**src/rtl/zigzag_buffer_pkg.sv**
```systemverilog
// Shared widths, port typedefs and read-FSM state encoding for the zigzag buffer.
package zigzag_buffer_pkg;

  localparam int DATA_WIDTH = 16;
  localparam int BLOCK_SIZE = 64;
  localparam int CODE_WIDTH = 6;

  typedef logic [DATA_WIDTH-1:0] dataPort_t;
  typedef logic [CODE_WIDTH-1:0] codePort_t;

  typedef enum logic {
    ST_IDLE = 1'b0,
    ST_READ = 1'b1
  } rd_state_t;

  // Wrapping increment of a 6-bit block counter.
  function automatic codePort_t code_inc(input codePort_t c);
    return c + codePort_t'(1);
  endfunction

endpackage

```
**src/rtl/zigzag_rom.sv**
```systemverilog
// Combinational JPEG zigzag table: zigzag position in, raster address out.
module zigzag_rom
  import zigzag_buffer_pkg::*;
(
  input  codePort_t idx,
  output codePort_t addr
);

  localparam codePort_t ZZ [BLOCK_SIZE] = '{
    6'd0,  6'd1,  6'd8,  6'd16, 6'd9,  6'd2,  6'd3,  6'd10,
    6'd17, 6'd24, 6'd32, 6'd25, 6'd18, 6'd11, 6'd4,  6'd5,
    6'd12, 6'd19, 6'd26, 6'd33, 6'd40, 6'd48, 6'd41, 6'd34,
    6'd27, 6'd20, 6'd13, 6'd6,  6'd7,  6'd14, 6'd21, 6'd28,
    6'd35, 6'd42, 6'd49, 6'd56, 6'd57, 6'd50, 6'd43, 6'd36,
    6'd29, 6'd22, 6'd15, 6'd23, 6'd30, 6'd37, 6'd44, 6'd51,
    6'd58, 6'd59, 6'd52, 6'd45, 6'd38, 6'd31, 6'd39, 6'd46,
    6'd53, 6'd60, 6'd61, 6'd54, 6'd47, 6'd55, 6'd62, 6'd63
  };

  assign addr = ZZ[idx];

endmodule

```
**src/rtl/zigzag_buffer.sv**
```systemverilog
// Ping-pong 8x8 coefficient buffer: raster-order writes, zigzag-order reads.
// Each bank is a simple dual-port RAM whose registered read doubles as the
// output data register, so out_data holds its value between blocks.
module zigzag_buffer #(
  parameter int DATA_WIDTH = zigzag_buffer_pkg::DATA_WIDTH,
  parameter int BLOCK_SIZE = zigzag_buffer_pkg::BLOCK_SIZE
) (
  input  logic                  clk,
  input  logic                  rst,
  input  logic [DATA_WIDTH-1:0] in_data,
  input  logic                  in_valid,
  output logic [DATA_WIDTH-1:0] out_data,
  output logic                  out_valid,
  output logic                  out_last,
  output logic                  overflow
);
  import zigzag_buffer_pkg::*;

  localparam codePort_t LAST_IDX = codePort_t'(BLOCK_SIZE - 1);

  logic [1:0] full_q, full_d;
  logic       wb_q, wb_d;
  logic       rb_q, rb_d;
  codePort_t  wcnt_q, wcnt_d;
  codePort_t  rcnt_q, rcnt_d;
  rd_state_t  state_q, state_d;
  logic       overflow_q, overflow_d;
  logic       out_valid_q, out_valid_d;
  logic       out_last_q, out_last_d;
  logic       rd_bank_q, rd_bank_d;

  logic       wr_en;
  logic       rd_en;
  logic       rd_done;
  codePort_t  rd_addr;
  logic [DATA_WIDTH-1:0] bank_dout [2];

  // Final read of the current bank; frees it for the writer this same cycle.
  assign rd_done = (state_q == ST_READ) && (rcnt_q == LAST_IDX);

  zigzag_rom u_rom (
    .idx  (rcnt_q),
    .addr (rd_addr)
  );

  // Write side: accept into bank wb unless it is still full (a clear this cycle counts as free).
  always_comb begin
    full_d     = full_q;
    wb_d       = wb_q;
    wcnt_d     = wcnt_q;
    overflow_d = overflow_q;
    wr_en      = 1'b0;
    if (rd_done) begin
      full_d[rb_q] = 1'b0;
    end
    if (in_valid) begin
      if (!full_q[wb_q] || (rd_done && (rb_q == wb_q))) begin
        wr_en  = 1'b1;
        wcnt_d = code_inc(wcnt_q);
        if (wcnt_q == LAST_IDX) begin
          full_d[wb_q] = 1'b1;
          wb_d         = ~wb_q;
          wcnt_d       = '0;
        end
      end else begin
        overflow_d = 1'b1;
      end
    end
  end

  // Read FSM: looks at next-cycle full flags so a block starts reading the cycle after its last write.
  always_comb begin
    state_d     = state_q;
    rcnt_d      = rcnt_q;
    rb_d        = rb_q;
    rd_en       = 1'b0;
    rd_bank_d   = rd_bank_q;
    case (state_q)
      ST_IDLE: begin
        if (full_d[rb_q]) begin
          state_d = ST_READ;
          rcnt_d  = '0;
        end
      end
      ST_READ: begin
        rd_en     = 1'b1;
        rd_bank_d = rb_q;
        rcnt_d    = code_inc(rcnt_q);
        if (rd_done) begin
          rcnt_d = '0;
          rb_d   = ~rb_q;
          if (!full_d[~rb_q]) begin
            state_d = ST_IDLE;
          end
        end
      end
      default: state_d = ST_IDLE;
    endcase
    out_valid_d = rd_en;
    out_last_d  = rd_done;
  end

  // Control state registers.
  always_ff @(posedge clk) begin
    if (rst) begin
      full_q      <= '0;
      wb_q        <= 1'b0;
      rb_q        <= 1'b0;
      wcnt_q      <= '0;
      rcnt_q      <= '0;
      state_q     <= ST_IDLE;
      overflow_q  <= 1'b0;
      out_valid_q <= 1'b0;
      out_last_q  <= 1'b0;
      rd_bank_q   <= 1'b0;
    end else begin
      full_q      <= full_d;
      wb_q        <= wb_d;
      rb_q        <= rb_d;
      wcnt_q      <= wcnt_d;
      rcnt_q      <= rcnt_d;
      state_q     <= state_d;
      overflow_q  <= overflow_d;
      out_valid_q <= out_valid_d;
      out_last_q  <= out_last_d;
      rd_bank_q   <= rd_bank_d;
    end
  end

  for (genvar gi = 0; gi < 2; gi++) begin : g_bank
    logic [DATA_WIDTH-1:0] mem [BLOCK_SIZE];
    logic [DATA_WIDTH-1:0] dout_q;

    // Write port: contents are deliberately left unreset.
    always_ff @(posedge clk) begin
      if (wr_en && (wb_q == 1'(gi))) begin
        mem[wcnt_q] <= in_data;
      end
    end

    // Registered read port; the output register alone is cleared by reset.
    always_ff @(posedge clk) begin
      if (rst) begin
        dout_q <= '0;
      end else if (rd_en && (rb_q == 1'(gi))) begin
        dout_q <= mem[rd_addr];
      end
    end

    assign bank_dout[gi] = dout_q;
  end

  assign out_data  = bank_dout[rd_bank_q];
  assign out_valid = out_valid_q;
  assign out_last  = out_last_q;
  assign overflow  = overflow_q;

endmodule

```
**config.mk**
```make
export PLATFORM = sky130hd
export DESIGN_NAME = zigzag_buffer
export DESIGN_NICKNAME = d
export VERILOG_FILES = /design/src/rtl/zigzag_buffer_pkg.sv /design/src/rtl/zigzag_rom.sv /design/src/rtl/zigzag_buffer.sv
export SDC_FILE = /design/constraint.sdc
export NUM_CORES = 2
export LEC_CHECK = 0
export BUFFER_PORTS_ARGS = -buffer_cell sky130_fd_sc_hd__buf_2
export CAP_MARGIN = 20
export CORE_MARGIN = 3
export CORE_UTILIZATION = 55
export DETAILED_ROUTE_END_ITERATION = 16
export GPL_ROUTABILITY_DRIVEN = 0
export PLACE_DENSITY = 0.71
export SYNTH_ARGS = -nofsm -noshare
export SYNTH_HDL_FRONTEND = slang
export SYNTH_HIERARCHICAL = 1
export SYNTH_SLANG_ARGS = --single-unit
export TNS_END_PERCENT = 1
```
**constraint.sdc**
```tcl
create_clock -name clk -period 5.3 [get_ports clk]
set_clock_uncertainty 0.15 [all_clocks]
set_input_delay 0 -clock clk [delete_from_list [all_inputs] [get_ports clk]]
set_output_delay 0 -clock clk [all_outputs]
set_load 0.01 [all_outputs]
```
==> impl_metrics.env <==
export IMPL_core_area_mm2=0.148
export IMPL_p_seq_share_pct=55.0
export IMPL_dr_pass1_iters=8
export IMPL_crit_end="g_bank[1].dout_q[12]"
export IMPL_synth_top_area_cell="edfxtp_1"
export IMPL_dp_hpwl_um=130000
export IMPL_std_cell_rows=141
export IMPL_cp_cell_sequence="inv_1 > ha_1 > mux2i_1 > mux2i_1 > a221oi_1 > a311oi_4 > buf_12 > buf_12 > buf_4 > mux4_2 > mux4_2 > o21ai_0 > nand3_1"
export IMPL_power_density_mw_per_mm2=355
export IMPL_grt_max_degree=97
export IMPL_synth_seq_area_share_pct=76.3
export IMPL_postRouteAntennaNets=0
export IMPL_drc=0
export IMPL_regToRegStartpoint="rcnt_q[1]"
export IMPL_maxSlewHeadroom_pct=21.6
export IMPL_cts_buffer_depth=3
export IMPL_cts_tree="done"
export IMPL_fillCellCount=9871
export IMPL_crit_path_start_kind="flip-flop"
export IMPL_switchingPower_w=0.00649
export IMPL_cts_buffers=204
export IMPL_dp_cells=6190
export IMPL_nets=4523
export IMPL_syn_area_per_cell_um2=19.7
export IMPL_internal_power_w=0.0267
export IMPL_vias_per_cell=6.59
export IMPL_synth_top_area_share_pct=75.0
export IMPL_synthesis_area_mm2=0.0820
export IMPL_ys_top_cells_by_area="edfxtp_1 75%, mux4_2 9.5%, mux2i_1 5.4%, dfxtp_1 1.3%, a22oi_1 0.98%"
export IMPL_utilization_pct=63.1
export IMPL_reg2reg_depth=13
export IMPL_wire_per_inst_um=33.1
export IMPL_setup_worst_path_end_class="flip-flop"
export IMPL_antenna_found_initial=9
export IMPL_worst_slew_pin_slew_ns=1.18
export IMPL_die_h_um=392
export IMPL_syn_num_nets=4197
export IMPL_ctsHtreeMaxLevel=4
export IMPL_worstReg2RegEnd="g_bank[1].dout_q[12]"
export IMPL_drtIter0Drc=5934
export IMPL_initial_core_util_pct=55.4
export IMPL_synth_edff_count=2048
export IMPL_overflow=0
export IMPL_synth_distinct_cells=66
export IMPL_wirelength_um=219000
export IMPL_timing_reg2reg_setup_slack_ns=0.01
export IMPL_grt_pass1_wl_um=311000
export IMPL_rsz0062_at_grt="yes"
export IMPL_cp_slowest_stage_delay_ns=0.67
export IMPL_grtUsageTotal_pct=28.8
export IMPL_clock_latency_ns=0.83
export IMPL_port_buffers=37
export IMPL_timing_fmax_ghz=0.189
export IMPL_synthCells=4163
export IMPL_synthFlopType="edfxtp_1"
export IMPL_leakage_nw=28.5
export IMPL_setup_violations=0
export IMPL_fin_crit_sh_pct=99.8
export IMPL_crit_required_ns=5.83
export IMPL_ir_drop_mv=0.275
export IMPL_critPathArrivalTime_ns=5.81
export IMPL_startpoint="rcnt_q[1]"
export IMPL_fin_crit_ns=5.29
export IMPL_instances_no_fill=6602
export IMPL_io_pins=38
export IMPL_p_sw_share_pct=19.6
export IMPL_combPwrFrac_pct=1.2
export IMPL_yosys_register_bits=2101
export IMPL_hold_viol_final=0
export IMPL_path_clk_slew_ns=0.07
export IMPL_slew_viol_final=0
export IMPL_synthArstFlopShare_pct=0
export IMPL_cp_slowest_cell="a311oi_4"
export IMPL_dieArea_mm2=0.154
export IMPL_hp_class="input port to flip-flop"
export IMPL_cts_root_buffer="clkbuf_16"
export IMPL_crit_fanout=35
export IMPL_p_clk_share_pct=43.7
export IMPL_grt_pass1_vias=42800
export IMPL_maxCapViolCount=0
export IMPL_drive_gt1_share_pct=23.8
export IMPL_yosysWarningCount=6
export IMPL_syn_to_final_growth_pct=13.9
export IMPL_clock_sinks=2101
export IMPL_outcome="complete, no violations"
export IMPL_die_w_um=392
export IMPL_crit_type="flip-flop to flip-flop"
export IMPL_vias=43500
## cell usage after synthesis (12+ instances only)
cell type  number
clkbuf_1      102
a311oi_1       14
nor4_1         12
mux4_2        346
nand3_1        45
a31oi_1        25
o22ai_1        60
buf_2          67
o31ai_1        13
dfxtp_1        53
mux2_2         18
edfxtp_1     2048
o21ai_0        26
mux2i_1       445
a21oi_1       137
nor2b_1        12
a22oi_1       107
nand2_1       108
ha_1           15
inv_1          18
nor2_1        209
buf_1          28
nand3b_1       13
buf_4          42
o221ai_1       54
## area by class of cell
class	instances	area [µm²]	share of cell area, %
diodes	5	12.5	0.0134
flip-flops and latches	2101	62600	67.0
clock buffers	249	5400	5.78
inverters	22	83.8	0.0897
clock inverters	135	1340	1.43
well taps	1930	2410	2.58
multi-input cells	1794	18500	19.7
repair buffers	366	3180	3.40
## worst max-delay path: cells and delay by family, from the launching register on
family,cells,cell delay (ns)
compound gates,3,1.35
mux,4,1.26
buf+inv,4,1.08
flops,1,0.61
fa+ha+maj,1,0.44
simple gates,1,0.14
## registers in the layout, indices dropped and copies added (netlist names)
signal / count
out_valid: 1
overflow: 1
wb_q: 1
full_q: 2
rcnt_q: 6
out_last: 1
g_bank.dout_q: 32
state_q: 1
rb_q: 1
rd_bank_q: 1
g_bank.mem: 2048
wcnt_q: 6
## worst min-delay path by stage
stage	start	end	depth (start not counted)
after floorplan	in_data[0]	g_bank[0].mem[0][0]	0
after global placement	in_valid	full_q[1]	3
after detailed placement	in_valid	full_q[1]	3
after CTS	in_data[12]	g_bank[1].mem[45][12]	2
after global routing	in_data[12]	g_bank[1].mem[44][12]	2
final	in_data[12]	g_bank[1].mem[44][12]	2
## cells by family after synthesis
| kind of cell | Yosys count | synth area share [%] |
|---|---|---|
| adders and majority gates | 15 | 0.229 |
| xor gates and xnor gates | 6 | 0.0641 |
| muxes | 810 | 15.2 |
| DFF | 2101 | 76.3 |
| and+or+nand+nor | 464 | 2.54 |
| AOI/OAI and AO/OA | 499 | 4.12 |
| buffers and inverters | 268 | 1.58 |
## layer usage
metal | global-route usage [%] | up-vias | routed length (µm)
li1 | - | 17800 | -
met1 | 40.7 | 22500 | 82200
met2 | 43.9 | 2740 | 102000
met3 | 6.54 | 449 | 25500
met4 | 11.9 | 4 | 9340
met5 | 0 | - | 25
## layout by cell type (no fill, tap or decap), types with 11 or more instances in the layout
cell type,instances
a21oi_1,135
a22oi_1,107
a311oi_1,13
a31oi_1,25
buf_12,33
buf_2,21
buf_4,287
bufinv_16,23
clkbuf_1,37
clkbuf_16,208
clkinv_1,49
clkinv_2,45
dfxtp_1,53
dlygate4sd3_1,22
edfxtp_1,2048
ha_1,15
inv_1,16
mux2_2,18
mux2i_1,445
mux4_2,346
nand2_1,107
nand3_1,45
nand3b_1,13
nor2_1,140
nor2_2,69
nor4_1,12
o21a_1,11
o21ai_0,24
o221ai_1,54
o22ai_1,59
o31ai_1,13
## power groups by stage
stage | Sequential (W) | Clock, W | Combinational [W]
2_1_floorplan | 0.0186 | 0 | 0.0000585
3_3_place_gp | 0.0186 | 0 | 0.000367
3_5_place_dp | 0.0186 | 0 | 0.000386
4_1_cts | 0.0182 | 0.0147 | 0.000399
5_1_grt | 0.0182 | 0.0154 | 0.000427
6_report | 0.0183 | 0.0145 | 0.000405
## per-stage QoR
| stage | hold WS (ns) | cell area, µm² | setup TNS (ns) | setup slack, ns | power (W) |
|---|---|---|---|---|---|
| 6_report | 0.0724 | 93400 | 0 | 0.0122 | 0.0332 |
| 5_1_grt | 0.0568 | 93400 | -0.149 | -0.149 | 0.0340 |
| 4_1_cts | 0.0174 | 93400 | 0 | 0.00880 | 0.0333 |
| 3_5_place_dp | 0.186 | 86400 | 0 | 0.0230 | 0.0190 |
| 3_3_place_gp | 0.174 | 86400 | 0 | 0.105 | 0.0190 |
| 2_1_floorplan | -0.0511 | 82000 | 0 | 1.49 | 0.0187 |
## repair_timing
| item | in CTS | in global routing |
|---|---|---|
| setup endpoints to repair | 0 | 5 |
| setup buffers | 0 | 0 |
| resized for setup | 0 | 3 |
| hold buffers | 22 | 0 |
| hold endpoints to repair | 994 | 0 |
(Power assumes the default switching activity.)
